<file path="src/rtl/camera_follow_if.sv">
// camera_follow_if: frame request, tracked target and camera result signals of camera_follow.
interface camera_follow_if #(
    parameter int WORLD_BITS = 32
) ();
    logic                         new_frame_in;
    logic                         target_valid_in;
    logic                         snap_in;
    logic signed [WORLD_BITS-1:0] target_x_in;
    logic signed [WORLD_BITS-1:0] target_y_in;
    logic signed [WORLD_BITS-1:0] camera_x_out;
    logic signed [WORLD_BITS-1:0] camera_y_out;
    logic                         camera_valid_out;
    logic                         busy_out;
    logic                         missed_out;
    modport master (
        output new_frame_in, target_valid_in, snap_in, target_x_in, target_y_in,
        input  camera_x_out, camera_y_out, camera_valid_out, busy_out, missed_out
    );
    modport slave (
        input  new_frame_in, target_valid_in, snap_in, target_x_in, target_y_in,
        output camera_x_out, camera_y_out, camera_valid_out, busy_out, missed_out
    );
endinterface

</file>
<file path="src/rtl/camera_follow.sv">
// camera_follow: once per frame eases the camera toward the tracked target with a deadzone, optional snap and bound clamp.
module camera_follow #(
    parameter int                           WORLD_BITS   = 32,
    parameter int                           SMOOTH_SHIFT = 3,
    parameter int unsigned                  DEADZONE     = 64,
    parameter logic signed [WORLD_BITS-1:0] MIN_X        = -(2**20),
    parameter logic signed [WORLD_BITS-1:0] MAX_X        = 2**20,
    parameter logic signed [WORLD_BITS-1:0] MIN_Y        = -(2**20),
    parameter logic signed [WORLD_BITS-1:0] MAX_Y        = 2**20,
    parameter logic signed [WORLD_BITS-1:0] RESET_X      = '0,
    parameter logic signed [WORLD_BITS-1:0] RESET_Y      = '0
) (
    input logic            clk_in,
    input logic            rst_n_in,
    camera_follow_if.slave bus_io
);
    typedef enum logic [2:0] {IDLE, CAPTURE, STEP, CLAMP, COMMIT} state_t;
    localparam logic signed [WORLD_BITS:0] DZ  = (WORLD_BITS+1)'(DEADZONE);
    localparam logic signed [WORLD_BITS:0] ONE = (WORLD_BITS+1)'(1);
    state_t                       state_q, state_d;
    logic signed [WORLD_BITS-1:0] tgt_x_q, tgt_y_q, sx_q, sy_q, cx_q, cy_q, cam_x_q, cam_y_q;
    logic signed [WORLD_BITS:0]   nx_q, ny_q;
    logic                         snap_q, valid_q, missed_q;
    function automatic logic signed [WORLD_BITS:0] ext(input logic signed [WORLD_BITS-1:0] v);
        return {v[WORLD_BITS-1], v};
    endfunction
    // Step outside the deadzone is never zero so the camera always closes in.
    function automatic logic signed [WORLD_BITS:0] ease(input logic signed [WORLD_BITS:0] e);
        logic signed [WORLD_BITS:0] p, n;
        p = (e - DZ) >>> SMOOTH_SHIFT;
        n = (e + DZ) >>> SMOOTH_SHIFT;
        return (e > DZ) ? ((p == '0) ? ONE : p) : (e < -DZ) ? ((n == '0) ? -ONE : n) : '0;
    endfunction
    function automatic logic signed [WORLD_BITS-1:0] clamp(input logic signed [WORLD_BITS:0] v,
                                                           input logic signed [WORLD_BITS-1:0] lo,
                                                           input logic signed [WORLD_BITS-1:0] hi);
        return (v < ext(lo)) ? lo : (v > ext(hi)) ? hi : v[WORLD_BITS-1:0];
    endfunction
    always_comb begin
        state_d = IDLE;
        case (state_q)
            IDLE:    state_d = bus_io.new_frame_in ? CAPTURE : IDLE;
            CAPTURE: state_d = STEP;
            STEP:    state_d = CLAMP;
            CLAMP:   state_d = COMMIT;
            default: state_d = IDLE;
        endcase
    end
    always_ff @(posedge clk_in) begin
        if (!rst_n_in) begin
            state_q  <= IDLE;
            tgt_x_q  <= RESET_X;
            tgt_y_q  <= RESET_Y;
            cam_x_q  <= RESET_X;
            cam_y_q  <= RESET_Y;
            snap_q   <= 1'b0;
            valid_q  <= 1'b0;
            missed_q <= 1'b0;
        end else begin
            state_q <= state_d;
            valid_q <= state_q == COMMIT;
            if (bus_io.target_valid_in) begin
                tgt_x_q <= bus_io.target_x_in;
                tgt_y_q <= bus_io.target_y_in;
            end
            // snap_in belongs to the frame pulse, so it is taken on that same edge.
            if (state_q == IDLE && bus_io.new_frame_in) snap_q <= bus_io.snap_in;
            if (state_q != IDLE && bus_io.new_frame_in) missed_q <= 1'b1;
            if (state_q == CAPTURE) begin
                sx_q <= tgt_x_q;
                sy_q <= tgt_y_q;
            end
            if (state_q == STEP) begin
                nx_q <= snap_q ? ext(sx_q) : ext(cam_x_q) + ease(ext(sx_q) - ext(cam_x_q));
                ny_q <= snap_q ? ext(sy_q) : ext(cam_y_q) + ease(ext(sy_q) - ext(cam_y_q));
            end
            if (state_q == CLAMP) begin
                cx_q <= clamp(nx_q, MIN_X, MAX_X);
                cy_q <= clamp(ny_q, MIN_Y, MAX_Y);
            end
            if (state_q == COMMIT) begin
                cam_x_q <= cx_q;
                cam_y_q <= cy_q;
            end
        end
    end
    assign bus_io.camera_x_out     = cam_x_q;
    assign bus_io.camera_y_out     = cam_y_q;
    assign bus_io.camera_valid_out = valid_q;
    assign bus_io.busy_out         = state_q != IDLE;
    assign bus_io.missed_out       = missed_q;
endmodule

</file>
<file path="src/flat_wrapper.sv">
// flat-port wrapper written by rule: the top's interface ports become plain ports
module camera_follow_flat 
#(
    parameter int                           WORLD_BITS   = 32,
    parameter int                           SMOOTH_SHIFT = 3,
    parameter int unsigned                  DEADZONE     = 64,
    parameter logic signed [WORLD_BITS-1:0] MIN_X        = -(2**20),
    parameter logic signed [WORLD_BITS-1:0] MAX_X        = 2**20,
    parameter logic signed [WORLD_BITS-1:0] MIN_Y        = -(2**20),
    parameter logic signed [WORLD_BITS-1:0] MAX_Y        = 2**20,
    parameter logic signed [WORLD_BITS-1:0] RESET_X      = '0,
    parameter logic signed [WORLD_BITS-1:0] RESET_Y      = '0
)
  (clk_in, rst_n_in, bus_io_new_frame_in, bus_io_target_valid_in, bus_io_snap_in, bus_io_target_x_in, bus_io_target_y_in, bus_io_camera_x_out, bus_io_camera_y_out, bus_io_camera_valid_out, bus_io_busy_out, bus_io_missed_out);
  camera_follow_if #(.WORLD_BITS(WORLD_BITS)) bus_io_i ();
  input logic clk_in;
  input logic rst_n_in;
  input wire logic [$bits(bus_io_i.new_frame_in)-1:0] bus_io_new_frame_in;
  input wire logic [$bits(bus_io_i.target_valid_in)-1:0] bus_io_target_valid_in;
  input wire logic [$bits(bus_io_i.snap_in)-1:0] bus_io_snap_in;
  input wire logic [$bits(bus_io_i.target_x_in)-1:0] bus_io_target_x_in;
  input wire logic [$bits(bus_io_i.target_y_in)-1:0] bus_io_target_y_in;
  output wire logic [$bits(bus_io_i.camera_x_out)-1:0] bus_io_camera_x_out;
  output wire logic [$bits(bus_io_i.camera_y_out)-1:0] bus_io_camera_y_out;
  output wire logic [$bits(bus_io_i.camera_valid_out)-1:0] bus_io_camera_valid_out;
  output wire logic [$bits(bus_io_i.busy_out)-1:0] bus_io_busy_out;
  output wire logic [$bits(bus_io_i.missed_out)-1:0] bus_io_missed_out;
  assign bus_io_i.new_frame_in = bus_io_new_frame_in;
  assign bus_io_i.target_valid_in = bus_io_target_valid_in;
  assign bus_io_i.snap_in = bus_io_snap_in;
  assign bus_io_i.target_x_in = bus_io_target_x_in;
  assign bus_io_i.target_y_in = bus_io_target_y_in;
  assign bus_io_camera_x_out = bus_io_i.camera_x_out;
  assign bus_io_camera_y_out = bus_io_i.camera_y_out;
  assign bus_io_camera_valid_out = bus_io_i.camera_valid_out;
  assign bus_io_busy_out = bus_io_i.busy_out;
  assign bus_io_missed_out = bus_io_i.missed_out;
  camera_follow #(.WORLD_BITS(WORLD_BITS), .SMOOTH_SHIFT(SMOOTH_SHIFT), .DEADZONE(DEADZONE), .MIN_X(MIN_X), .MAX_X(MAX_X), .MIN_Y(MIN_Y), .MAX_Y(MAX_Y), .RESET_X(RESET_X), .RESET_Y(RESET_Y)) u_core (.clk_in(clk_in), .rst_n_in(rst_n_in), .bus_io(bus_io_i));
endmodule
</file>
<file path="config.mk">
export PLATFORM = sky130hd
export DESIGN_NAME = camera_follow_flat
export DESIGN_NICKNAME = d
export VERILOG_FILES = /design/src/rtl/camera_follow_if.sv /design/src/rtl/camera_follow.sv /design/src/flat_wrapper.sv
export SDC_FILE = /design/constraint.sdc
export NUM_CORES = 1
export LEC_CHECK = 0
export CAP_MARGIN = 15
export CORE_ASPECT_RATIO = 1.4
export CORE_MARGIN = 2
export CORE_UTILIZATION = 37
export CTS_CLUSTER_DIAMETER = 120
export DETAILED_ROUTE_END_ITERATION = 7
export GPL_TIMING_DRIVEN = 0
export MAX_ROUTING_LAYER = met4
export PLACE_DENSITY = 0.56
export SLEW_MARGIN = 30
export SYNTH_ARGS = -nofsm -noshare
export SYNTH_HDL_FRONTEND = slang
export SYNTH_SLANG_ARGS = --single-unit
</file>
<file path="constraint.sdc">
create_clock -name clk_in -period 8.9 [get_ports clk_in]
set_input_delay 1.78 -clock clk_in [delete_from_list [all_inputs] [get_ports clk_in]]
set_output_delay 1.78 -clock clk_in [all_outputs]
set_load 0.05 [all_outputs]
</file>
[Word level (Yosys, flattened, before mapping)]
Index checks and enable logic that the tools add are counted.
Storage, ports and cells
  output and inout port bits: 67
  register bits: 328
  bits of input ports: 69
Operators by class
  muxes and demuxes: 14
  $add $sub $neg: 8
  equal/unequal tests: 4
  magnitude comparators: 8
  reduce and logical (&&, ||, !) cells: 13
Operators by type and width (number)
  $mux W33: 10
  $logic_not A33 Y1: 4
  $add A32 B33 Y33: 2
  $add A33 B8 Y33 const B: 2
  $gt A33 B22 Y1 const B: 2
  $gt A33 B8 Y1 const B: 2
  $lt A33 B21 Y1 const B: 2
  $lt A33 B7 Y1 const B: 2
  $sub A32 B32 Y33: 2
  $sub A33 B8 Y33 const B: 2
  $mux W32: 2
  $pmux W3 S4: 1
  $eq A3 B2 Y1 const B: 2
  $reduce_and A2 Y1: 3
  $reduce_or A2 Y1: 2
  $eq A3 B1 Y1 const B: 1
  $eq A3 B3 Y1 const B: 1
  $logic_not A3 Y1: 1
  $reduce_bool A3 Y1: 1
  $logic_and A1 B1 Y1: 2
  $mux W1: 1

[Logic depth before layout (Yosys ltp)]
  depth in word-level cells: 8
  gate-level depth with buffers: 34

[Worst setup path after synthesis]
OpenSTA, ideal clock, no wires.
  path kind: in2reg
  start point: in rst_n_in
  end point: reg u_core.state_q[1]
  arrival: 8.838 ns
  path buffers: 1
  path slack: -0.034 ns
  library setup time: 0.096 ns
  stages: 3
  required time: 8.804 ns
  cell sequence: clkbuf_1 -> nor4bb_1 -> or2_2
RTL lines
  start, declared: line flat_wrapper.sv:17  | input logic rst_n_in;
  end signal, assigned: line camera_follow.sv:60  | state_q <= state_d;
  end, declared: line camera_follow.sv:20  | state_t state_q, state_d;

[Worst setup path in the final report]
  start point: reg u_core.sy_q[0]
  end point: reg u_core.ny_q[28], data pin
On the way
  cells in the longest elaborated chain, start to end: 8
  elaborated cells between the ends (all ways): 13
  classes of those cells: 4 x add/sub; 2 x order compare; 5 x mux; 2 x reduce/logical
Ends and longest elaborated chain
  start, declared: line camera_follow.sv:21  | logic signed [WORLD_BITS-1:0] tgt_x_q, tgt_y_q, sx_q, sy_q, cx_q, cy_q, cam_x_q, cam_y_q;
  start signal, assigned: line camera_follow.sv:71  | sy_q <= tgt_y_q;
  $sub A32 B32 Y33 (*): line camera_follow.sv:75  | ny_q <= snap_q ? ext(sy_q) : ext(cam_y_q) + ease(ext(sy_q) - ext(cam_y_q));
  $add A33 B8 Y33: line camera_follow.sv:31  | n = (e + DZ) >>> SMOOTH_SHIFT;
  $logic_not A33 Y1: line camera_follow.sv:32  | return (e > DZ) ? ((p == '0) ? ONE : p) : (e < -DZ) ? ((n == '0) ? -ONE : n) : '0;
  $mux W33 (2 in a row): line camera_follow.sv:32
  $mux W33 (*): line camera_follow.sv:32
  $add A32 B33 Y33 (*): line camera_follow.sv:75
  $mux W33 (*): line camera_follow.sv:75
  end signal, assigned: line camera_follow.sv:75
  end, declared: line camera_follow.sv:22  | logic signed [WORLD_BITS:0] nx_q, ny_q;
Every way passes the cells marked *; elsewhere a longest branch is shown, timed or not.
A chain may end at the register's enable or synchronous reset.

==> results.toml <==
[synth]
synth_cell_types = 110
avgSynthCellArea_um2 = 8.89
synthTopCellsByArea = "edfxtp_1, dfxtp_1, ha_1"
async_flop_share_pct = 0
netlist.area_leader.share_pct = 25.2
synthFlopType = "edfxtp_1"
ys_ff_latch = 328
synth_top_area_cell = "edfxtp_1"
ys.warnings.count = 0
synthCells = 2604
ys_seq_area_share_pct = 36.7
synth_edf_count = 194
netlist_area_um2 = 23200
syn_nets = 2811

[grt]
grt_max_degree = 15
use_met3_pct = 2.30
first_global_vias = 20400
track_usage_pct = 24.6
use_met2_pct = 48.0
antenna_found_initial = 1
overflow = 0
use_met1_pct = 25.0
grt_pass1_wl_um = 119000
top_usage_layer = "met2"

[floorplan]
initial_utilization_pct = 37.4
placementRows = 108
die_h_um = 300
ios = 136
coreArea_um2 = 61900
die_w_um = 215
dieArea_um2 = 64600

[route]
avgRoutedWirePerCell_um = 21.6
drt_iter0_drc = 1326
ant_nets = 0
wl_um = 79000
viasPerCell = 5.59
drcViolationCount = 0
vias = 20500
dr.pass1.iters = 6

[sta]
timing.final.crit_period_ns = 8.57
tightestPinTransition_ns = 0.954
timing.final.crit_share_pct = 96.3
fmax_mhz = 117
fin_skew_ns = 0.0156
worst_slack_ns = 0.330
relSlewSlack_pct = 36.0
hold_viol = 0
drv_slew = 0
finalSetupViolCount = 0

[critical_path]
cpMaxStageDelayCell = "or4_1"
max_stage_delay_ns = 0.64
r2r_end = "u_core.ny_q[28]$_DFFE_PP_"
crit_type = "register to register"
path_max_fanout = 11
start_kind = "register"
crit_required_ns = 9.17
reg2reg_depth = 30
cp.arrival_ns = 8.84
reg2reg_from = "u_core.sy_q[0]$_DFFE_PP_"
cp-end-kind = "register"
worst-r2r-setup-slack_ns = 0.33

[worst_hold_path]
hold_start = "u_core.tgt_y_q[13]$_SDFFE_PN0P_"
hold_class = "register to register"
min_to = "u_core.sy_q[13]$_DFFE_PP_"
holdPathStages = 0

[place]
gp_congestion = 0.951
io_buffers = 133
place_ws_ns = -1.46
place_inst = 3587
dpl.hpwl_um = 64400
place_area_um2 = 25800

[final_layout]
diodes = 0
layout_commonest_cell = "nand2_1"
post_layout_nonfiller_instances = 3662
drive_gt1_share_pct = 9.41
finish.instance_area_um2 = 27400
area_delta_synth_final_pct = 18.4
final_cell_mix = "nand2_1, edfxtp_1, a21oi_1, ha_1, clkdlybuf4s50_1"
layout.nets = 3018
finish.utilization_pct = 44.3

[power_and_ir_drop]
finalPower_mw = 3.91
irDropWorstVdd_uv = 155
p_leak_nw = 9.98
power_density_nw_per_um2 = 143

[job]
maxCapViolCount = 0

[cts]
clk_latency_ns = 0.56
cts.htree.levels = 2
numClockSinks = 328
tritoncts = "done"
clk_pin_slew_ns = 0.06
cts-root-buf = "clkbuf_16"
cts_buffers = 37
hold_buffers = 0
cts_buffer_depth = 3

[status]
status = "complete, no violations"
[metrics by stage]
stage                     hold slack, ns  setup TNS (ns)
final                              0.425               0
after floorplan                    0.408               0
after global placement             0.413         -168.54
after detailed placement           0.413          -14.46
after global routing               0.431         -0.0122
after CTS                          0.427         -0.0602
[worst max path at each step]
stage,start,to,depth (start not counted)
floorplan,u_core.bus_io.camera_y_out[11]$_SDFFE_PN0P_,u_core.ny_q[28]$_DFFE_PP_,31
global placement,u_core.bus_io.camera_y_out[9]$_SDFFE_PN0P_,u_core.ny_q[28]$_DFFE_PP_,29
detailed placement,u_core.sy_q[0]$_DFFE_PP_,u_core.ny_q[28]$_DFFE_PP_,30
CTS,u_core.bus_io.camera_y_out[11]$_SDFFE_PN0P_,u_core.ny_q[28]$_DFFE_PP_,31
global route,u_core.bus_io.camera_x_out[0]$_SDFFE_PN0P_,u_core.nx_q[29]$_DFFE_PP_,31
finish,u_core.sy_q[0]$_DFFE_PP_,u_core.ny_q[28]$_DFFE_PP_,30
[critical path, delay by kind of cell (launching register included)]
family,cells,cell delay [ns]
AOI/OAI and AO/OA,18,4.37
xor gates and xnor gates,1,0.15
DFF,1,0.32
and+or+nand+nor,4,1.56
buffers and inverters,3,0.51
adders and majority gates,4,1.33
[final cells by class]
type	instances	area, um^2
clock buffer	49	991
clock inverter	16	165
timing repair buffer	171	1620
multi-input combinational	2013	14100
buffer	144	598
inverter	116	435
tap	825	1030
fill	6173	34500
sequential	328	8510
[cell families after synthesis]
kind of cell | Yosys count | synth area share (%)
and+or+nand+nor | 954 | 20.9
AOI/OAI and AO/OA | 722 | 22.2
buffers and inverters | 263 | 4.48
DFF | 328 | 36.7
muxes | 87 | 3.83
xor gates and xnor gates | 112 | 4.27
adders and majority gates | 138 | 7.59
[where the power goes]
| group | switching, mW | total (mW) | internal [mW] |
|---|---|---|---|
| clock | 0.648 | 1.50 | 0.851 |
| sequential | 0.0340 | 1.70 | 1.66 |
| combinational | 0.437 | 0.713 | 0.275 |
[what timing repair did]
item	CTS	global route
endpoints found under the setup margin	25	22
resized for setup	25	54
setup buffers	3	10
pin swaps	4	6
[layer usage]
metal	part of all wire, %	up-vias
li1	-	9986
met1	38	9856
met2	55	462
met3	2.9	172
met4	4.5	0
met5	0	-
[cell usage after synthesis, drive strengths merged (8+ instances only)]
cell / count
o211ai: 20
nand4: 36
nor3b: 16
nand3: 52
or2: 20
nand2b: 31
o22ai: 14
nand2: 308
ha: 134
a21boi: 73
nor3: 76
xor2: 40
a211o: 9
edfxtp: 194
a21oi: 150
mux2: 9
o2111ai: 9
or4: 14
o21a: 29
clkbuf: 106
o22a: 17
mux2i: 78
nor2: 135
o21bai: 12
a21o: 59
a31oi: 24
o31ai: 24
and2: 22
a2bb2oi: 8
o21ai: 136
nor4: 33
nor2b: 121
buf: 41
a211oi: 30
and3: 32
dfxtp: 134
or3: 35
inv: 116
xnor2: 72
a221oi: 24
[flip-flops by register name, summed over array words and instances, names as in the netlist]
| register | count |
|---|---|
| u_core.tgt_x_q | 32 |
| u_core.bus_io.camera_x_out | 32 |
| u_core.state_q | 3 |
| u_core.sy_q | 32 |
| u_core.cx_q | 32 |
| u_core.cy_q | 32 |
| u_core.bus_io.camera_y_out | 32 |
| u_core.sx_q | 32 |
| u_core.snap_q | 1 |
| u_core.ny_q | 33 |
| u_core.bus_io.camera_valid_out | 1 |
| u_core.bus_io.missed_out | 1 |
| u_core.tgt_y_q | 32 |
| u_core.nx_q | 33 |
Power figures use the tool's default switching activity.
